[config.mk]
export PLATFORM = sky130hd
export DESIGN_NAME = ts_latency_meter_flat
export DESIGN_NICKNAME = d
export VERILOG_FILES = /design/src/rtl/ts_latency_meter_if.sv /design/src/rtl/ts_latency_meter.sv /design/src/flat_wrapper.sv
export SDC_FILE = /design/constraint.sdc
export NUM_CORES = 1
export LEC_CHECK = 0
export CORE_MARGIN = 2
export CORE_UTILIZATION = 35
export CTS_BUF_LIST = sky130_fd_sc_hd__clkbuf_16
export DETAILED_ROUTE_END_ITERATION = 12
export HOLD_SLACK_MARGIN = 0.15
export PLACE_DENSITY_LB_ADDON = 0.3
export SYNTH_ARGS = -nofsm -noshare
export SYNTH_HDL_FRONTEND = slang
export SYNTH_SLANG_ARGS = --single-unit
[constraint.sdc]
create_clock -name clk -period 8.55 [get_ports clk]
set_input_delay 1.71 -clock clk [delete_from_list [all_inputs] [get_ports clk]]
set_output_delay 1.71 -clock clk [all_outputs]
set_load 0.02 [all_outputs]
[src/rtl/ts_latency_meter_if.sv]
// ts_latency_meter_if: byte-wide AXI-Stream tap (no tready) observed by ts_latency_meter
interface ts_latency_meter_if;
  logic [7:0] tdata;
  logic tvalid;
  logic tlast;
  logic tuser;
  modport master (output tdata, tvalid, tlast, tuser);
  modport slave (input tdata, tvalid, tlast, tuser);
endinterface

[src/rtl/ts_latency_meter.sv]
// ts_latency_meter: passive stream monitor measuring one-way latency from an embedded 24-bit timestamp
// Define LATENCY_STATS_EN to add min/max latency tracking on lat_min/lat_max.
module ts_latency_meter #(
  parameter int TS_OFFSET = 14,
  parameter int ALARM_US = 1000,
  parameter int CNT_WIDTH = 32
) (
  input  logic                 clk,
  input  logic                 rst_n,
  input  logic [23:0]          timestamp,
  ts_latency_meter_if.slave    s_axis,
  input  logic                 stats_clear,
  output logic [23:0]          latency,
  output logic                 latency_valid,
  output logic                 short_frame,
  output logic                 late_alarm,
  output logic [CNT_WIDTH-1:0] frame_cnt,
  output logic [23:0]          lat_min,
  output logic [23:0]          lat_max
);
  localparam int CW = $clog2(TS_OFFSET + 4);
  localparam logic [CW-1:0] PRE_TS = CW'(TS_OFFSET > 0 ? TS_OFFSET - 1 : 0);
  localparam logic [CW-1:0] LAST_TS = CW'(TS_OFFSET + 2);
  localparam logic [CW-1:0] CNT_SAT = CW'(TS_OFFSET + 3);
  localparam logic [23:0] ALARM = 24'(ALARM_US);
  typedef enum logic [1:0] {SKIP, CAPT, BODY} state_t;
  localparam state_t START = state_t'(TS_OFFSET == 0 ? CAPT : SKIP);
  state_t state, nxt;
  logic [CW-1:0] cnt;
  logic [23:0] ts, rx_ts, new_lat;
  logic [CNT_WIDTH-1:0] cnt_base;
  logic beat, eof, done, meas, short_eof;
  assign beat = s_axis.tvalid;
  assign eof = beat & s_axis.tlast;
  // the third timestamp byte may itself be the tlast beat, so splice it in combinationally
  assign done = state == BODY || (state == CAPT && cnt == LAST_TS);
  assign rx_ts = state == BODY ? ts : {ts[15:0], s_axis.tdata};
  assign new_lat = timestamp - rx_ts;
  assign meas = eof & ~s_axis.tuser & done;
  assign short_eof = eof & ~s_axis.tuser & ~done;
  assign cnt_base = stats_clear ? '0 : frame_cnt;
  always_comb begin
    nxt = state;
    nxt = !beat ? state :
          s_axis.tlast ? START :
          state == SKIP && cnt == PRE_TS ? CAPT :
          state == CAPT && cnt == LAST_TS ? BODY : state;
  end
  always_ff @(posedge clk or negedge rst_n)
    if (!rst_n) state <= START;
    else state <= nxt;
  always_ff @(posedge clk or negedge rst_n)
    if (!rst_n) begin
      cnt <= '0;
      ts <= '0;
      latency <= '0;
      latency_valid <= 1'b0;
      short_frame <= 1'b0;
      late_alarm <= 1'b0;
      frame_cnt <= '0;
    end else begin
      cnt <= eof ? '0 : beat && cnt != CNT_SAT ? cnt + 1'b1 : cnt;
      ts <= beat && state == CAPT ? {ts[15:0], s_axis.tdata} : ts;
      latency <= meas ? new_lat : latency;
      latency_valid <= meas;
      short_frame <= short_eof;
      late_alarm <= meas && new_lat > ALARM;
      frame_cnt <= cnt_base + CNT_WIDTH'(meas && cnt_base != '1);
    end
`ifdef LATENCY_STATS_EN
  logic [23:0] min_base, max_base;
  assign min_base = stats_clear ? 24'hFFFFFF : lat_min;
  assign max_base = stats_clear ? 24'h000000 : lat_max;
  always_ff @(posedge clk or negedge rst_n)
    if (!rst_n) begin
      lat_min <= 24'hFFFFFF;
      lat_max <= 24'h000000;
    end else begin
      lat_min <= meas && new_lat < min_base ? new_lat : min_base;
      lat_max <= meas && new_lat > max_base ? new_lat : max_base;
    end
`else
  assign lat_min = 24'h0;
  assign lat_max = 24'h0;
`endif
endmodule
[src/flat_wrapper.sv]
// flat-port wrapper written by rule: the top's interface ports become plain ports
module ts_latency_meter_flat 
#(
  parameter int TS_OFFSET = 14,
  parameter int ALARM_US = 1000,
  parameter int CNT_WIDTH = 32
)
  (clk, rst_n, timestamp, stats_clear, latency, latency_valid, short_frame, late_alarm, frame_cnt, lat_min, lat_max, s_axis_tdata, s_axis_tvalid, s_axis_tlast, s_axis_tuser);
  ts_latency_meter_if s_axis_i ();
  input  logic clk;
  input  logic rst_n;
  input  logic [23:0] timestamp;
  input  logic stats_clear;
  output logic [23:0] latency;
  output logic latency_valid;
  output logic short_frame;
  output logic late_alarm;
  output logic [CNT_WIDTH-1:0] frame_cnt;
  output logic [23:0] lat_min;
  output logic [23:0] lat_max;
  input wire logic [$bits(s_axis_i.tdata)-1:0] s_axis_tdata;
  input wire logic [$bits(s_axis_i.tvalid)-1:0] s_axis_tvalid;
  input wire logic [$bits(s_axis_i.tlast)-1:0] s_axis_tlast;
  input wire logic [$bits(s_axis_i.tuser)-1:0] s_axis_tuser;
  assign s_axis_i.tdata = s_axis_tdata;
  assign s_axis_i.tvalid = s_axis_tvalid;
  assign s_axis_i.tlast = s_axis_tlast;
  assign s_axis_i.tuser = s_axis_tuser;
  ts_latency_meter #(.TS_OFFSET(TS_OFFSET), .ALARM_US(ALARM_US), .CNT_WIDTH(CNT_WIDTH)) u_core (.clk(clk), .rst_n(rst_n), .timestamp(timestamp), .s_axis(s_axis_i), .stats_clear(stats_clear), .latency(latency), .latency_valid(latency_valid), .short_frame(short_frame), .late_alarm(late_alarm), .frame_cnt(frame_cnt), .lat_min(lat_min), .lat_max(lat_max));
endmodule
==> reports/qor.txt <==
Outcome = complete, no violations
Num Clock Sinks = 90
Sw Share = 39.94%
Worst Path Arrival = 5.60 ns
Diodes inserted = 0
Ys flop type = dfrtp_1
WS Path Type = in2reg
Setup tns final = 0 ns
LEAKAGE = 0.002989 uW
Worst-path fanout max = 35
Max Transition Viols Final = 0
Avg Cell Area, Syn = 9.593 sq um
Grt ovf = 0
Drt wl/cell = 14.45 microns
Fin nets = 765
Die ar. = 0.01769 sq mm
DPL Wire Length = 10630 microns
DRC = 0
Clock share of power = 20.0%
Most common cell after layout, fill and taps aside = clkdlybuf4s50_1
Routed vias = 4526
Post-synthesis cell type count = 57
Worst setup SP type = primary input
Initial antenna violation count = 0
R2R Path Start = u_core.state[1]
Crit path max-delay family = simple AND/OR/NAND/NOR gates
Core Footprint = 0.01641 sq mm
Most frequent cells in the layout = 95 x clkdlybuf4s50_1, 90 x dfrtp_1, 56 x nand2_1
Power Density = 263.2 mW/mm^2
Total power = 1871 uW
Vias in the first global route = 4315
Clk_skew = 0.006785 ns
Layout cells sized above 1 = 9.246%
Clk_lat worst skew = 0.35 ns
DIE HEIGHT = 133.0 microns
CP bufs+invs = 2
Asr flop ratio synth = 100.0%
Largest net degree at the start of global routing = 51
Post-CTS setup buffers = 0
CTS Buffer Depth = 2
Comb pwr share = 47.2%
Cell Int Power = 1124 uW
Routed via count divided by cell count = 4.904
First-pass iteration count of the detailed router = 4
Rows = 47
GRT Util Overall = 15.36%
CTS Hold Bufs = 0
Part of the cycle the worst path needs = 62.79%
Remaining antenna violation count = 0
Max-slew headroom = 32.09%
Register area share after synthesis = 38.68%
Post-synthesis mux area share = 10.70%
Die Width = 133.0 microns
Post-synth EDFFs = 0
Worst setup path start = s_axis_tvalid
FMAX = 186.3 MHz
Critical-path cell list = clkdlybuf4s50_1 -> nand3b_1 -> o21bai_2 -> buf_4 -> a21oi_1 -> ha_1 -> ha_1 -> nand3_1 -> nor3_1 -> nor4b_1 -> nor2b_1 -> and4_1 -> nand3_1 -> xor2_1 -> nor2_1
Reg2reg setup slack = 4.24 ns
Synth Area in Compound Gates = 12.18%
R2r worst-path depth = 13
Synth Area in Adders = 6.360%
Post-Synth Simple-Gate Area = 16.80%
Crit path capture = u_core.frame_cnt[28]
Area grow syn2layout = 22.09%
Peak VDD IR = 164.1 uV
TritonCTS clock tree = yes
Post-CTS Resized = 0
NetSw = 747.4 uW
Slowest stage delay, CP = 0.75 ns
Seq pwr share = 32.8%
CP Depth = 15
Crit path required time = 8.78 ns
Gpl congestion = 0.8001
H-tree levels = 3
Port bufs = 96
CTS Buf Count = 9
Hold Crit Class = reg2reg
MaxCap Viol Count = 0
Final Hold Viols = 0
Synth warn = 0
Final setup vio count = 0
Register bit total from synthesis = 90
Starting DRT DRC Count = 346
Slowest CP cell = clkdlybuf4s50_1
Largest family of logic cells by synthesized area = simple AND/OR/NAND/NOR gates
Clock-pin slew on the worst setup and hold paths = 0.07 ns
Crit end category = flop
Root buf cell = clkbuf_16
Post-synthesis cell count = 607
Synth Cell Area = 0.005823 sq mm
First-pass GRT wire length = 21780 microns
Reg2Reg Capture Point = u_core.late_alarm
Worst-margin pin slew = 1.016 ns
Post-Synth XOR/XNOR Area = 6.618%
Fin crit period = 5.369 ns
Initial Util = 35.49%
Io pins = 145
Routed WL = 13340 microns
Unrepaired setup endpoints after global routing = false
-- worst reg2reg max path: cells and delay by family, from the launching register on --
family,cells,cell delay (ns)
AOI/OAI and AO/OA,4,0.82
xor gates and xnor gates,1,0.18
adders and majority gates,2,0.63
buffers and inverters,1,0.40
DFF,1,0.39
muxes,1,0.39
and+or+nand+nor,4,1.39
-- flip-flops by register name (all words and copies together), names as in the netlist --
name                  count
u_core.frame_cnt         32
u_core.latency           24
u_core.ts                24
u_core.cnt                5
u_core.state              2
u_core.late_alarm         1
u_core.latency_valid      1
u_core.short_frame        1
-- metal layers --
layer,track usage [%],wire length [microns]
met4,4.002,134
met2,25.13,6314
met1,20.71,6140
met3,3.295,748
met5,0,0
-- per-stage QoR --
step	area [sq um]	setup WS, ns	hold slack (ns)	utilization, %	cells
after global routing	7109	2.877	0.5115	43.33	923
after floorplan	6000	3.810	0.4792	-	654
final	7109	3.181	0.4831	43.33	923
after global placement	6833	2.969	0.4641	41.65	907
after CTS	7109	3.214	0.4889	43.33	923
after detailed placement	6833	2.852	0.4740	41.65	907
-- power by group through the flow --
| stage | clock, uW | combinational, uW | sequential (uW) |
|---|---|---|---|
| after detailed placement | 0 | 880 | 626 |
| after global routing | 401 | 973 | 633 |
| after global placement | 0 | 864 | 620 |
| after CTS | 387 | 884 | 617 |
| after floorplan | 0 | 577 | 659 |
| final | 374 | 883 | 614 |
-- cells by family (layout without fill, tap and decap cells) --
kind of cell | after synthesis | count (layout)
AO/OA/AOI/OAI | 111 | 111
XOR/XNOR | 44 | 44
adder cells (fa/ha/maj) | 29 | 29
buffers and inverters | 84 | 133
flip-flops | 90 | 90
multiplexers | 58 | 58
other | 1 | 48
AND/OR/NAND/NOR | 190 | 190
-- how the worst min path moves through the flow --
stage | from | to | slack [ns] | cells after the start
floorplan | u_core.ts[16] | u_core.ts[16] | 0.48 | 1
global placement | u_core.latency[7] | u_core.latency[7] | 0.46 | 2
detailed placement | u_core.latency[11] | u_core.latency[11] | 0.47 | 2
CTS | u_core.latency[11] | u_core.latency[11] | 0.49 | 2
global route | u_core.latency[0] | u_core.latency[0] | 0.51 | 2
finish | u_core.latency[1] | u_core.latency[1] | 0.48 | 2
-- cell usage after synthesis (all sizes together) (2+ instances only) --
master / number / area [sq um]
a2111o: 2 / 22.52
a211o: 3 / 26.28
a211oi: 8 / 60.06
a21boi: 2 / 15.01
a21o: 5 / 37.54
a21oi: 28 / 140.1
a31oi: 3 / 18.77
and3: 5 / 31.28
and4: 4 / 35.03
buf: 52 / 380.4
clkbuf: 15 / 56.30
dfrtp: 90 / 2252
ha: 28 / 350.3
inv: 17 / 63.81
mux2: 34 / 382.9
mux2i: 24 / 240.2
nand2: 56 / 210.2
nand2b: 8 / 50.05
nand3: 21 / 105.1
nand3b: 6 / 45.04
nand4: 8 / 50.05
nor2: 37 / 146.4
nor2b: 12 / 75.07
nor3: 8 / 40.04
nor3b: 3 / 22.52
nor4: 4 / 31.28
nor4b: 2 / 17.52
o211ai: 6 / 45.04
o21a: 7 / 52.55
o21ai: 28 / 140.1
o21bai: 2 / 15.01
o22ai: 5 / 31.28
o311ai: 3 / 26.28
o31ai: 2 / 15.01
or2: 4 / 25.03
or3: 9 / 66.31
or4: 2 / 18.77
xnor2: 22 / 192.7
xor2: 22 / 192.7
-- final cells by class --
class	count	area, sq um
clock buffer	9	225.2
inverter	17	63.81
timing repair buffer	100	988.4
tap	220	275.3
clock inverter	7	51.30
multi-input combinational	480	3253
sequential	90	2252
fill	1599	9298
Note: power is estimated with default switching activity, not from simulation.
